`src/rtl/multdiv_pkg.sv`:
```
// Shared types and sizing for the iterative multiply/divide unit.
package multdiv_pkg;
  localparam int MD_WIDTH = 32;
  localparam int CNT_W    = $clog2(MD_WIDTH) + 1;

  typedef enum logic [1:0] {IDLE, MULT, DIV, DONE} state_t;
endpackage

```
`src/rtl/multdiv_addsub.sv`:
```
// (WIDTH+1)-bit adder/subtractor; the single arithmetic datapath of the unit.
module multdiv_addsub #(
  parameter int WIDTH = 32
) (
  input  logic [WIDTH:0] a_i,
  input  logic [WIDTH:0] b_i,
  input  logic           sub_i,
  output logic [WIDTH:0] sum_o,
  output logic           cout_o
);
  logic [WIDTH:0] b_eff;

  assign b_eff = sub_i ? ~b_i : b_i;
  assign {cout_o, sum_o} = {1'b0, a_i} + {1'b0, b_eff} + {{(WIDTH+1){1'b0}}, sub_i};
endmodule

```
`src/rtl/multdiv_iter.sv`:
```
// Iterative signed multiply (radix-2 Booth) / divide (restoring) unit.
// One add/sub per cycle; result and exception registered on the DONE->IDLE edge.
module multdiv_iter
  import multdiv_pkg::*;
#(
  parameter int WIDTH = MD_WIDTH
) (
  input  logic             clock,
  input  logic             reset,
  input  logic [WIDTH-1:0] data_operandA,
  input  logic [WIDTH-1:0] data_operandB,
  input  logic             ctrl_MULT,
  input  logic             ctrl_DIV,
  output logic [WIDTH-1:0] data_result,
  output logic             data_exception,
  output logic             data_resultRDY
);
  localparam int PW = 2*WIDTH + 1;

  state_t           state_q, state_d;
  logic [CNT_W-1:0] cnt_q, cnt_d;
  logic [PW-1:0]    prod_q, prod_d;
  logic [WIDTH-1:0] mcand_q, mcand_d;
  logic             is_div_q, is_div_d;
  logic             neg_q, neg_d;
  logic             dz_q, dz_d;
  logic [WIDTH-1:0] res_q, res_d;
  logic             exc_q, exc_d;
  logic             rdy_q, rdy_d;

  logic [WIDTH:0]   as_a, as_b, as_sum;
  logic             as_sub, as_cout;
  logic [WIDTH-1:0] hi, lo, rem_sh, a_mag, b_mag;

  // prod_q: {hi / remainder, lo / multiplier-quotient, Booth q(-1)}
  assign hi     = prod_q[PW-1:WIDTH+1];
  assign lo     = prod_q[WIDTH:1];
  assign rem_sh = {prod_q[PW-2:WIDTH+1], prod_q[WIDTH]};
  assign a_mag  = data_operandA[WIDTH-1] ? (~data_operandA + 1'b1) : data_operandA;
  assign b_mag  = data_operandB[WIDTH-1] ? (~data_operandB + 1'b1) : data_operandB;

  always_comb begin
    as_a   = '0;
    as_b   = '0;
    as_sub = 1'b0;
    case (state_q)
      MULT: begin
        as_a   = {hi[WIDTH-1], hi};
        as_sub = (prod_q[1:0] == 2'b10);
        if (prod_q[1] ^ prod_q[0]) as_b = {mcand_q[WIDTH-1], mcand_q};
      end
      DIV: begin
        as_a   = {1'b0, rem_sh};
        as_b   = {1'b0, mcand_q};
        as_sub = 1'b1;
      end
      // Sign fix-up reuses the adder: 0 - quotient
      DONE: begin
        as_b   = {1'b0, lo};
        as_sub = 1'b1;
      end
      default: ;
    endcase
  end

  multdiv_addsub #(.WIDTH(WIDTH)) u_addsub (
    .a_i    (as_a),
    .b_i    (as_b),
    .sub_i  (as_sub),
    .sum_o  (as_sum),
    .cout_o (as_cout)
  );

  always_comb begin
    state_d  = state_q;
    cnt_d    = cnt_q;
    prod_d   = prod_q;
    mcand_d  = mcand_q;
    is_div_d = is_div_q;
    neg_d    = neg_q;
    dz_d     = dz_q;
    res_d    = res_q;
    exc_d    = exc_q;
    rdy_d    = 1'b0;
    if (ctrl_MULT | ctrl_DIV) begin
      cnt_d    = '0;
      is_div_d = ~ctrl_MULT;
      if (ctrl_MULT) begin
        state_d = MULT;
        prod_d  = {{WIDTH{1'b0}}, data_operandB, 1'b0};
        mcand_d = data_operandA;
      end else begin
        state_d = DIV;
        prod_d  = {{WIDTH{1'b0}}, a_mag, 1'b0};
        mcand_d = b_mag;
        neg_d   = data_operandA[WIDTH-1] ^ data_operandB[WIDTH-1];
        dz_d    = (data_operandB == '0);
      end
    end else begin
      case (state_q)
        MULT, DIV: begin
          cnt_d = cnt_q + 1'b1;
          if (cnt_q == CNT_W'(WIDTH-1)) begin
            state_d = DONE;
            cnt_d   = '0;
          end
          if (state_q == MULT)
            prod_d = {as_sum, prod_q[WIDTH:1]};
          else if (as_cout)
            prod_d = {as_sum[WIDTH-1:0], prod_q[WIDTH-1:1], 1'b1, 1'b0};
          else
            prod_d = {rem_sh, prod_q[WIDTH-1:1], 1'b0, 1'b0};
        end
        DONE: begin
          state_d = IDLE;
          rdy_d   = 1'b1;
          if (!is_div_q) begin
            res_d = lo;
            exc_d = ~((&prod_q[PW-1:WIDTH]) | ~(|prod_q[PW-1:WIDTH]));
          end else if (dz_q) begin
            res_d = '0;
            exc_d = 1'b1;
          end else begin
            // Only MIN / -1 yields an unsigned quotient with MSB set and positive sign
            res_d = neg_q ? as_sum[WIDTH-1:0] : lo;
            exc_d = ~neg_q & lo[WIDTH-1];
          end
        end
        default: ;
      endcase
    end
  end

  always_ff @(posedge clock or posedge reset) begin
    if (reset) begin
      state_q  <= IDLE;
      cnt_q    <= '0;
      prod_q   <= '0;
      mcand_q  <= '0;
      is_div_q <= 1'b0;
      neg_q    <= 1'b0;
      dz_q     <= 1'b0;
      res_q    <= '0;
      exc_q    <= 1'b0;
      rdy_q    <= 1'b0;
    end else begin
      state_q  <= state_d;
      cnt_q    <= cnt_d;
      prod_q   <= prod_d;
      mcand_q  <= mcand_d;
      is_div_q <= is_div_d;
      neg_q    <= neg_d;
      dz_q     <= dz_d;
      res_q    <= res_d;
      exc_q    <= exc_d;
      rdy_q    <= rdy_d;
    end
  end

  assign data_result    = res_q;
  assign data_exception = exc_q;
  assign data_resultRDY = rdy_q;
endmodule

```
`config.mk`:
```
export PLATFORM = sky130hd
export DESIGN_NAME = multdiv_iter
export DESIGN_NICKNAME = d
export VERILOG_FILES = /design/src/rtl/multdiv_pkg.sv /design/src/rtl/multdiv_addsub.sv /design/src/rtl/multdiv_iter.sv
export SDC_FILE = /design/constraint.sdc
export NUM_CORES = 1
export LEC_CHECK = 0
export BUFFER_PORTS_ARGS = -buffer_cell sky130_fd_sc_hd__buf_2
export CAP_MARGIN = 40
export CORE_ASPECT_RATIO = 0.8
export CORE_MARGIN = 1
export CORE_UTILIZATION = 40
export DETAILED_ROUTE_END_ITERATION = 10
export SETUP_SLACK_MARGIN = 0.3
export SLEW_MARGIN = 10
export SYNTH_ARGS = -nofsm -noshare
export SYNTH_HDL_FRONTEND = slang
export SYNTH_HIERARCHICAL = 1
export SYNTH_SLANG_ARGS = --single-unit
export TNS_END_PERCENT = 5
```
`constraint.sdc`:
```
create_clock -name clock -period 10.3 [get_ports clock]
set_input_delay 2.06 -clock clock [delete_from_list [all_inputs] [get_ports clock]]
set_output_delay 2.06 -clock clock [all_outputs]
set_load 0.01 [all_outputs]
```
* Yosys cells after proc, flatten, opt, wreduce, memory -nomap -nowiden
Index checks and enable logic that the tools add are counted.
** Word-level totals
- Output and inout port bits :: 34
- Register bits :: 142
** Operators by class
- Equal/unequal tests :: 6
- Multiplexer cells :: 27
- Bitwise logic cells :: 13
- $add $sub $neg :: 5
- Reduce and logical (&&, ||, !) cells :: 10
** Operators by type and width (count)
- $mux W65 :: 4
- $mux W32 :: 6
- $mux W33 :: 3
- $pmux W33 S3 :: 1
- $pmux W33 S2 :: 1
- $add A32 B1 Y32 const B :: 2
- $not A32 Y32 :: 2
- $add A33 B33 Y34 :: 1
- $add A34 B1 Y34 :: 1
- $not A33 Y33 :: 1
- $reduce_and A33 Y1 :: 1
- $reduce_or A33 Y1 :: 1
- $logic_not A32 Y1 :: 1
- $mux W6 :: 3
- $add A6 B1 Y6 const B :: 1
- $eq A2 B2 Y1 const B :: 3
- $eq A6 B5 Y1 const B :: 1
- $mux W2 :: 3
- $reduce_and A2 Y1 :: 3
- $not A1 Y1 :: 5
- $mux W1 :: 4
- $pmux W2 S2 :: 1
- $reduce_or A2 Y1 :: 2
- $ne A3 B3 Y1 const B :: 1
- other kinds (7) :: 9

* Logic depth before layout (Yosys ltp)
Gate-level depths: netlist of the first run.
- Depth in word-level cells :: 11
- Mapped depth :: 25
- Gate-level depth less buffers :: 20

* Cells and area by module
Netlist of the first run, hierarchy kept.
** By module, submodules not included
- multdiv_iter :: area each 10092.2 sq um, sequential area each 3553.4 sq um, times used 1, cells each 1177
- multdiv_addsub :: area each 2003.2 sq um, sequential area each 0.0 sq um, times used 1, cells each 270

* Worst setup path after synthesis of the first run
No wires, ideal clock.
- Path type :: reg-to-reg
- Start :: register state_q[1]
- End :: register prod_q[56]
- Required time :: 10.168 ns
- Cell stages (with the launch flop) :: 26
- Arrival time :: 5.441 ns
- Setup slack :: 4.727 ns
- Cells stage by stage :: dfrtp_1 > inv_1 > ha_1 > clkbuf_1 > buf_1 > clkbuf_1 > a211oi_1 > nor2_1 > buf_6 > clkbuf_1 > xor2_1 > ha_1 > o211ai_1 > nor2_1 > o2111ai_4 > o311ai_2 > a2bb2oi_2 > o21ai_2 > o21ai_1 > a21o_1 > clkbuf_1 > clkbuf_1 > mux2i_1 > o21ai_0 > mux2i_1 > nor2_1
** On the way
- Word-level cells in the longest chain between the ends :: 10
- Elaborated cells on any way between the ends :: 17
- Classes of those cells :: add/sub (2); eq/ne (3); mux (8); bitwise (1); reduce/logical (3)
** RTL lines
- from (decl) :: RTL line multdiv_iter.sv:20 : state_t state_q, state_d;
- from (signal assigned) :: RTL line multdiv_iter.sv:147 : state_q <= state_d;
- $eq A2 B2 Y1 :: RTL line multdiv_iter.sv:46 : case (state_q)
- $reduce_or A2 Y1 (no source line)
- $pmux W1 S2 (*) :: RTL line multdiv_iter.sv:46
- named net as_sub :: RTL line multdiv_iter.sv:32 : logic as_sub, as_cout;
- $mux W33 :: RTL line multdiv_addsub.sv:13 : assign b_eff = sub_i ? ~b_i : b_i;
- $add A33 B33 Y34 :: RTL line multdiv_addsub.sv:14 : assign {cout_o, sum_o} = {1'b0, a_i} + {1'b0, b_eff} + {{(WIDTH+1){1'b0}}, sub_i};
- $add A34 B1 Y34 (*) :: RTL line multdiv_addsub.sv:14
- named net as_cout :: RTL line multdiv_iter.sv:32
- $mux W65 (*) :: RTL line multdiv_iter.sv:109 : else if (as_cout)
- $mux W65 (*) :: RTL line multdiv_iter.sv:107 : if (state_q == MULT)
- $mux W65 (*) :: RTL line multdiv_iter.sv:100 : case (state_q)
- $mux W65 (*) :: RTL line multdiv_iter.sv:85 : if (ctrl_MULT | ctrl_DIV) begin
- to (signal assigned) :: RTL line multdiv_iter.sv:149 : prod_q <= prod_d;
- to (decl) :: RTL line multdiv_iter.sv:22 : logic [PW-1:0] prod_q, prod_d;
The timed path passes the listed nets; every way through them passes the cells marked *. The select of a mux whose other input is x is not followed.
A chain may end at the register's enable or synchronous reset.

* Worst setup path after layout of the first run
- Start :: register prod_q[1]
- End :: register prod_q[59]
** On the way
- Word-level cells in the longest chain between the ends :: 11
- Elaborated cells on any way between the ends :: 13
- Classes of those cells :: add/sub (2); eq/ne (1); mux (8); bitwise (2)
** RTL lines
- $xor A1 B1 Y1 :: RTL line multdiv_iter.sv:50 : if (prod_q[1] ^ prod_q[0]) as_b = {mcand_q[WIDTH-1], mcand_q};
- $mux W33 :: RTL line multdiv_iter.sv:50
- $pmux W33 S3 (*) :: RTL line multdiv_iter.sv:46
- named net as_b[0] :: RTL line multdiv_iter.sv:31 : logic [WIDTH:0] as_a, as_b, as_sum;
- $not A33 Y33 :: RTL line multdiv_addsub.sv:13
- $mux W33 (*) :: RTL line multdiv_addsub.sv:13
- $add A33 B33 Y34 (*) :: RTL line multdiv_addsub.sv:14
- $add A34 B1 Y34 (*) :: RTL line multdiv_addsub.sv:14
- named net as_sum[26] :: RTL line multdiv_iter.sv:31
- $mux W65 (*) :: RTL line multdiv_iter.sv:109
- $mux W65 (*) :: RTL line multdiv_iter.sv:107
- $mux W65 (*) :: RTL line multdiv_iter.sv:100
- $mux W65 (*) :: RTL line multdiv_iter.sv:85
Marked as above.

==> impl_metrics.yaml, run 1 <==
floorplanning:
  placementRows: 56
  die_h_microns: 158
  dieArea_sq_um: 30900
  io-pin-count: 102
  core_area_sq_um: 29500
  die_w_microns: 196
  start_util_pct: 41.0
cells_and_area:
  mostFrequentLayoutCell: "mux2i_1"
  final_cell_mix: "mux2i_1 (152), dfrtp_1 (142), nand2_1 (134)"
  n_fill_cell: 2936
  multiInputGateArea_sq_um: 8030
  nets: 1584
  drive_gt1_share_pct: 13.1
  final_area_sq_um: 13600
  area.sequential_sq_um: 3550
  diodes: 0
  syn_to_final_growth_pct: 12.5
routing:
  first_pass_iters: 5
  drc: 0
  wire_per_inst_microns: 21.6
  via_per_inst: 6.08
  dr.first_iter.drc_count: 992
  vias: 11500
  drt-total-wl_microns: 40800
  postRouteAntennaNets: 0
cts:
  clock_latency_ns: 0.45
  cts_sinks: 142
  cts_max_level: 4
  cts_resized: 0
  cts.clk_slew.worst_paths_ns: 0.06
  post_cts_buffers: 0
  clock-root-buffer: "clkbuf_16"
  postCtsHoldBufs: 0
  cts_buffer_depth: 2
  cts_buffers: 17
  cts_tree: "yes"
setup_path:
  path_common_cell: "nor2_1"
  critical_path_cell_count: 20
  path_cells: "ha_1, inv_1, a21o_1, buf_4, a22oi_1, nor2_1, mux2_2, fa_1, a211oi_1, o211ai_1, and3_1, nor2_1, nand3b_1, a221o_1, a21oi_1, xnor2_1, mux2i_1, o21ai_0, mux2i_1, nor2_1"
  r2r_cells: 20
  critical_path_buf_inv_count: 2
  path_delay_family: "compound AO/OA/AOI/OAI gates"
  arrival_ns: 5.29
  path_max_fanout: 32
  required_ns: 10.67
  cpPeakStageDelay_ns: 0.47
  crit_slowest_cell: "dfrtp_1"
  worstSetupPathType: "flip-flop to flip-flop"
  endpoint_kind: "flip-flop"
  cp-start-kind: "flip-flop"
placement:
  place.gp.congestion: 0.925
  port-buffer-count: 101
  place_area_sq_um: 13000
  hpwl_microns: 28800
pwr:
  power-per-cell-area_nw_per_um2: 159
  seq_power_share_pct: 33.6
  p_switching_uw: 815
  intPower_uw: 1350
  ir_worst_vdd_v: 0.000122
  power.leakage_uw: 0.00622
  p_comb_share_pct: 34.8
  clockPowerShare_pct: 31.6
  p_sw_share_pct: 37.6
yosys:
  netlist_area_sq_um: 12100
  yosysWarnings: 6
  synthCells: 1447
  yosys.area.top_type: "dfrtp_1"
  synth_edf_count: 0
  synth_seq_area_share_pct: 29.4
  yosysUniqueCellTypes: 75
  synth-main-ff-cell: "dfrtp_1"
  ys_ff_latch: 142
  syn_nets: 1556
  avgSynthCellArea_sq_um: 8.36
  synth_top_area_share_pct: 29.4
  async_flop_share_pct: 100
  synthTopCellsByArea: "dfrtp_1 (29%), mux2i_1 (13%), o21ai_0 (5.2%)"
sta:
  finalSetupViolations: 0
  relSlewSlack_pct: 34.9
  drv_slew: 0
  fmax_ghz: 0.203
  final-hold-violation-count: 0
  min_period_ns: 4.93
  tightestPinTransition_ns: 0.972
  finalSetupTns_ns: 0
  fin_worst_skew_ns: 0.0105
  grt_setup_unrepaired: "false"
  period_share_pct: 47.8
worst_hold_path:
  holdPathStages: 2
  min_path_type: "flip-flop to flip-flop"
job:
  drv_cap: 0
grt:
  antenna_found_initial: 0
  grt_overflow: 0
  grt_max_degree: 73
  grtUsageTotal_pct: 26.8
  grt_pass1_wl_microns: 64000
  grt_pass1_vias: 10800
outcome:
  status: "complete, no violations"
power groups by stage:
stage                     Combinational [uW]  Clock [uW]  Sequential (uW)
after detailed placement                 746           0              737
after CTS                                751         693              728
after floorplan                          504           0              720
after global placement                   729           0              737
final                                    755         685              729
after global routing                     835         718              738
routing by layer:
metal  wire length (microns)  track usage, %
met3                    2490            4.86
met1                   19600            38.6
met2                   17700            40.0
met5                       0               0
met4                    1000            8.93
sequential cells by signal, summed over array words and instances (netlist names):
signal / cells
data_exception: 1
neg_q: 1
state_q: 2
data_resultRDY: 1
prod_q: 65
mcand_q: 32
is_div_q: 1
data_result: 32
dz_q: 1
cnt_q: 6
path summary, 6_finish.rpt:
| path | start | endpoint | slack [ns] |
|---|---|---|---|
| min in group asynchronous | reset | prod_q[38] | 1.73 |
| max in group asynchronous | reset | prod_q[31] | 7.47 |
| setup reg to reg | prod_q[1] | prod_q[59] | 5.37 |
| setup / recovery | prod_q[1] | prod_q[59] | 5.37 |
| hold reg to reg | data_result[27] | data_result[27] | 0.48 |
| hold / removal | data_result[27] | data_result[27] | 0.48 |
stage by stage:
| step | hold WS [ns] | cells | power (uW) | utilization [%] | setup slack [ns] |
|---|---|---|---|---|---|
| after detailed placement | 0.469 | 1862 | 1480 | 44.0 | 5.33 |
| after global placement | 0.458 | 1854 | 1470 | 43.4 | 5.12 |
| final | 0.478 | 1894 | 2170 | 46.1 | 5.37 |
| after global routing | 0.500 | 1894 | 2290 | 46.1 | 5.02 |
| after CTS | 0.483 | 1894 | 2170 | 46.1 | 5.45 |
| after floorplan | 0.505 | 1447 | 1220 | - | 4.43 |
synth_stat cells (all sizes together) (4+ instances only):
cell type  instances
mux2               5
nor3b              4
a211oi            16
or3               18
o31ai             16
o221ai             5
a22oi             32
o21bai             5
buf               22
a21o              19
and3              37
a31oi             14
dfrtp            142
a221oi             6
mux2i            152
o22ai             10
a21oi            100
nor3              16
nor2             130
xor2              67
nor4              19
nand2b             5
a222oi             4
clkbuf            93
a22o              35
inv               22
xnor2             32
nand4             18
nor2b              4
nand3             10
nand2            135
ha                40
o211ai             7
or4               20
o21ai            133
a31o               4
o41ai             14
logic make-up after synthesis:
logic type	synth area share [%]
flops	29.4
xor+xnor	7.17
simple gates	17.8
fa+ha+maj	4.30
mux	13.0
compound gates	23.8
buf+inv	4.54
final cells by class:
cell class	instances	share of cell area [%]
clock buffers	22	3.49
clock inverters	10	1.18
inverters	22	0.644
multi-input cells	1168	59.0
flip-flops and latches	142	26.1
well taps	406	3.73
repair buffers	124	5.81
worst register-to-register path: stages (launching register included):
cell and delay [ns]:
dfrtp_1 0.47, ha_1 0.36, inv_1 0.07, a21o_1 0.11
buf_4 0.31, a22oi_1 0.12, nor2_1 0.19, mux2_2 0.39
fa_1 0.43, a211oi_1 0.37, o211ai_1 0.25, and3_1 0.23
nor2_1 0.20, nand3b_1 0.19, a221o_1 0.34, a21oi_1 0.18
xnor2_1 0.20, mux2i_1 0.11, o21ai_0 0.15, mux2i_1 0.09
nor2_1 0.10
Note: power is estimated with default switching activity, not from simulation.
==> run 2, diff against run 1 <==
--- a/config.mk
+++ b/config.mk
@@ -5,6 +5,7 @@
 export SDC_FILE = /design/constraint.sdc
 export NUM_CORES = 1
 export LEC_CHECK = 0
+export ABC_AREA = 1
 export BUFFER_PORTS_ARGS = -buffer_cell sky130_fd_sc_hd__buf_2
 export CAP_MARGIN = 40
 export CORE_ASPECT_RATIO = 0.8
==> constraint.sdc (replaced) <==
create_clock -name clock -period 4.73 [get_ports clock]
set_input_delay 0.946 -clock clock [delete_from_list [all_inputs] [get_ports clock]]
set_output_delay 0.946 -clock clock [all_outputs]
set_load 0.01 [all_outputs]
==> run 2 against run 1 <==
Effect of this change: clock power is 130% higher; die area is 6.5% higher; maximum frequency is 22% higher; sequential share of layout area is 1.5 points lower; worst setup slack worse by 4.7 ns; flip-flop and latch count stayed put; critical endpoint is now prod_q[34]; largest cell class unchanged.
==> impl_metrics.yaml, run 2 <==
setup_path:
  arrival_ns: 4.35
  path_common_cell: "nand2_1"
  r2r_cells: 19
  cpPeakStageDelay_ns: 0.46
  required_ns: 5.05
  regToRegSetupSlack_ns: 0.71
  critical_path_buf_inv_count: 3
  path_max_fanout: 65
  cp-start-kind: "flip-flop"
  path_cells: "ha_1, o21ai_2, buf_6, nand2_1, a21oi_1, xor2_1, ha_1, nand2_1, nor2_1, nand2_1, nand2_1, inv_1, nand2_1, nand2_1, nand2_2, buf_12, o21ai_0, o21ai_0, o21ai_0"
  endpoint_kind: "flip-flop"
  reg2reg_from: "prod_q[1]"
  worstSetupPathType: "flip-flop to flip-flop"
  path_delay_family: "simple AND/OR/NAND/NOR gates"
  timing.rr.end: "prod_q[34]"
  crit_slowest_cell: "dfrtp_1"
sta:
  min_period_ns: 4.02
  fmax_ghz: 0.248
  worst_hold_slack_ns: 0.493
  tightestPinTransition_ns: 0.809
  finalSetupTns_ns: 0
  grt_setup_unrepaired: "false"
  period_share_pct: 85.1
  fin_worst_skew_ns: 0.0126
  final-hold-violation-count: 0
  relSlewSlack_pct: 46.1
  finalSetupViolations: 0
  drv_slew: 0
routing:
  vias: 14400
  via_per_inst: 5.61
  drt-total-wl_microns: 49000
  dr.first_iter.drc_count: 1467
  first_pass_iters: 6
  postRouteAntennaNets: 0
  wire_per_inst_microns: 19.1
  drc: 0
placement:
  place.gp.congestion: 0.960
  dp.cells: 2536
  place_area_sq_um: 13700
  hpwl_microns: 38000
  port-buffer-count: 101
yosys:
  synth-main-ff-cell: "dfrtp_1"
  synth_seq_area_share_pct: 27.6
  avgSynthCellArea_sq_um: 6.16
  synth_edf_count: 0
  yosysMostFrequentCell: "nand2_1"
  synth_top_area_share_pct: 27.6
  synthTopCellsByArea: "dfrtp_1 (28%), nand2_1 (16%), o21ai_0 (9.8%)"
  synthCells: 2093
  netlist_area_sq_um: 12900
  syn_nets: 2202
  yosys.area.top_type: "dfrtp_1"
  ys_top_cells_by_count: "nand2_1 (544), inv_1 (269), o21ai_0 (253)"
  yosysUniqueCellTypes: 44
  yosysWarnings: 6
  ys_ff_latch: 142
  async_flop_share_pct: 100
cts:
  clock-root-buffer: "clkbuf_16"
  cts_buffer_depth: 2
  cts_tree: "yes"
  cts.clk_slew.worst_paths_ns: 0.07
  cts_sinks: 142
  clock_latency_ns: 0.45
  cts_max_level: 4
  postCtsHoldBufs: 0
  cts_buffers: 17
floorplanning:
  start_util_pct: 40.8
  dieArea_sq_um: 32900
  die_h_microns: 163
  placementRows: 58
  core_area_sq_um: 31600
  die_w_microns: 203
  io-pin-count: 102
cells_and_area:
  mostFrequentLayoutCell: "nand2_1"
  nets: 2244
  final_area_sq_um: 14400
  stdcell_count: 2569
  final_cell_mix: "nand2_1 (543), inv_1 (268), o21ai_0 (253)"
  top_register: "prod_q"
  drive_gt1_share_pct: 8.89
  largest_reg_flops: 65
  syn_to_final_growth_pct: 11.9
grt:
  grt_pass1_vias: 12800
  grt_max_degree: 105
  grt_overflow: 0
  grtUsageTotal_pct: 29.9
  grt_pass1_wl_microns: 75000
  antenna_found_initial: 1
pwr:
  power.leakage_uw: 0.00714
  ir_worst_vdd_v: 0.000455
  power-per-cell-area_nw_per_um2: 654
outcome:
  status: "complete, no violations"
worst_hold_path:
  min_path_type: "flip-flop to flip-flop"
  holdPathEnd: "data_result[28]"
  holdPathStages: 2
  hp-start: "data_result[28]"
job:
  drv_cap: 0
==> run 2: worst max path at each step <==
stage | endpoint | start | slack [ns] | cells after the start
finish | prod_q[34] | prod_q[1] | 0.71 | 19
detailed placement | prod_q[62] | state_q[1] | 0.64 | 21
global placement | prod_q[36] | state_q[1] | 0.66 | 21
global route | data_result[20] | state_q[1] | 0.36 | 23
floorplan | prod_q[59] | state_q[1] | 0.90 | 24
CTS | prod_q[62] | state_q[1] | 0.61 | 21
==> run 2: cell families after synthesis <==
group           Yosys count  synth area share (%)
flops                   142                  27.6
compound gates          547                  23.1
fa+ha+maj                41                  4.04
buf+inv                 377                  11.6
xor+xnor                 58                  3.94
simple gates            928                  29.7
==> run 2: cell type report <==
cell class | count | area [sq um]
Antenna cell | 1 | 2.50
Sequential cell | 142 | 3550
Timing Repair Buffer | 126 | 747
Clock buffer | 21 | 470
Multi-Input combinational cell | 1574 | 7880
Tap cell | 420 | 526
Fill cell | 3348 | 17100
Clock inverter | 11 | 210
Inverter | 274 | 1030
==> run 2: what timing repair did <==
item                                    in CTS  in global routing
resized for setup                            0                  3
endpoints found under the setup margin       0                 43
setup buffers                                0                  0
==> run 2: worst register-to-register path: stages (launching register included) <==
cell and delay, ns:
dfrtp_1 0.46, ha_1 0.42, o21ai_2 0.18, buf_6 0.28, nand2_1 0.09, a21oi_1 0.29, xor2_1 0.12, ha_1 0.41
nand2_1 0.10, nor2_1 0.27, nand2_1 0.10, nand2_1 0.14, inv_1 0.07, nand2_1 0.09, nand2_1 0.07, nand2_2 0.08
buf_12 0.25, o21ai_0 0.16, o21ai_0 0.19, o21ai_0 0.12
==> run 2: power by group <==
part / total [uW] / switching (uW) / internal [uW]
Combinational: 5870 / 4100 / 1780
Clock: 1580 / 556 / 1030
Sequential: 1980 / 400 / 1580
Total: 9430 / 5050 / 4380
==> run 2: per-layer routing <==
layer,vias up,global-route usage (%),wire length [microns]
li1,6961,-,-
met1,6776,43.9,23000
met2,591,43.4,20600
met3,85,5.50,3880
met4,0,10.7,1580
met5,-,0,0
==> run 2: metrics by stage <==
| step | setup WS (ns) | power [uW] | utilization, % |
|---|---|---|---|
| floorplan | 0.903 | 5910 | - |
| global placement | 0.665 | 7720 | 43.4 |
| detailed placement | 0.644 | 7740 | 43.5 |
| CTS | 0.611 | 9350 | 45.6 |
| global route | 0.355 | 10200 | 45.7 |
| finish | 0.706 | 9430 | 45.7 |
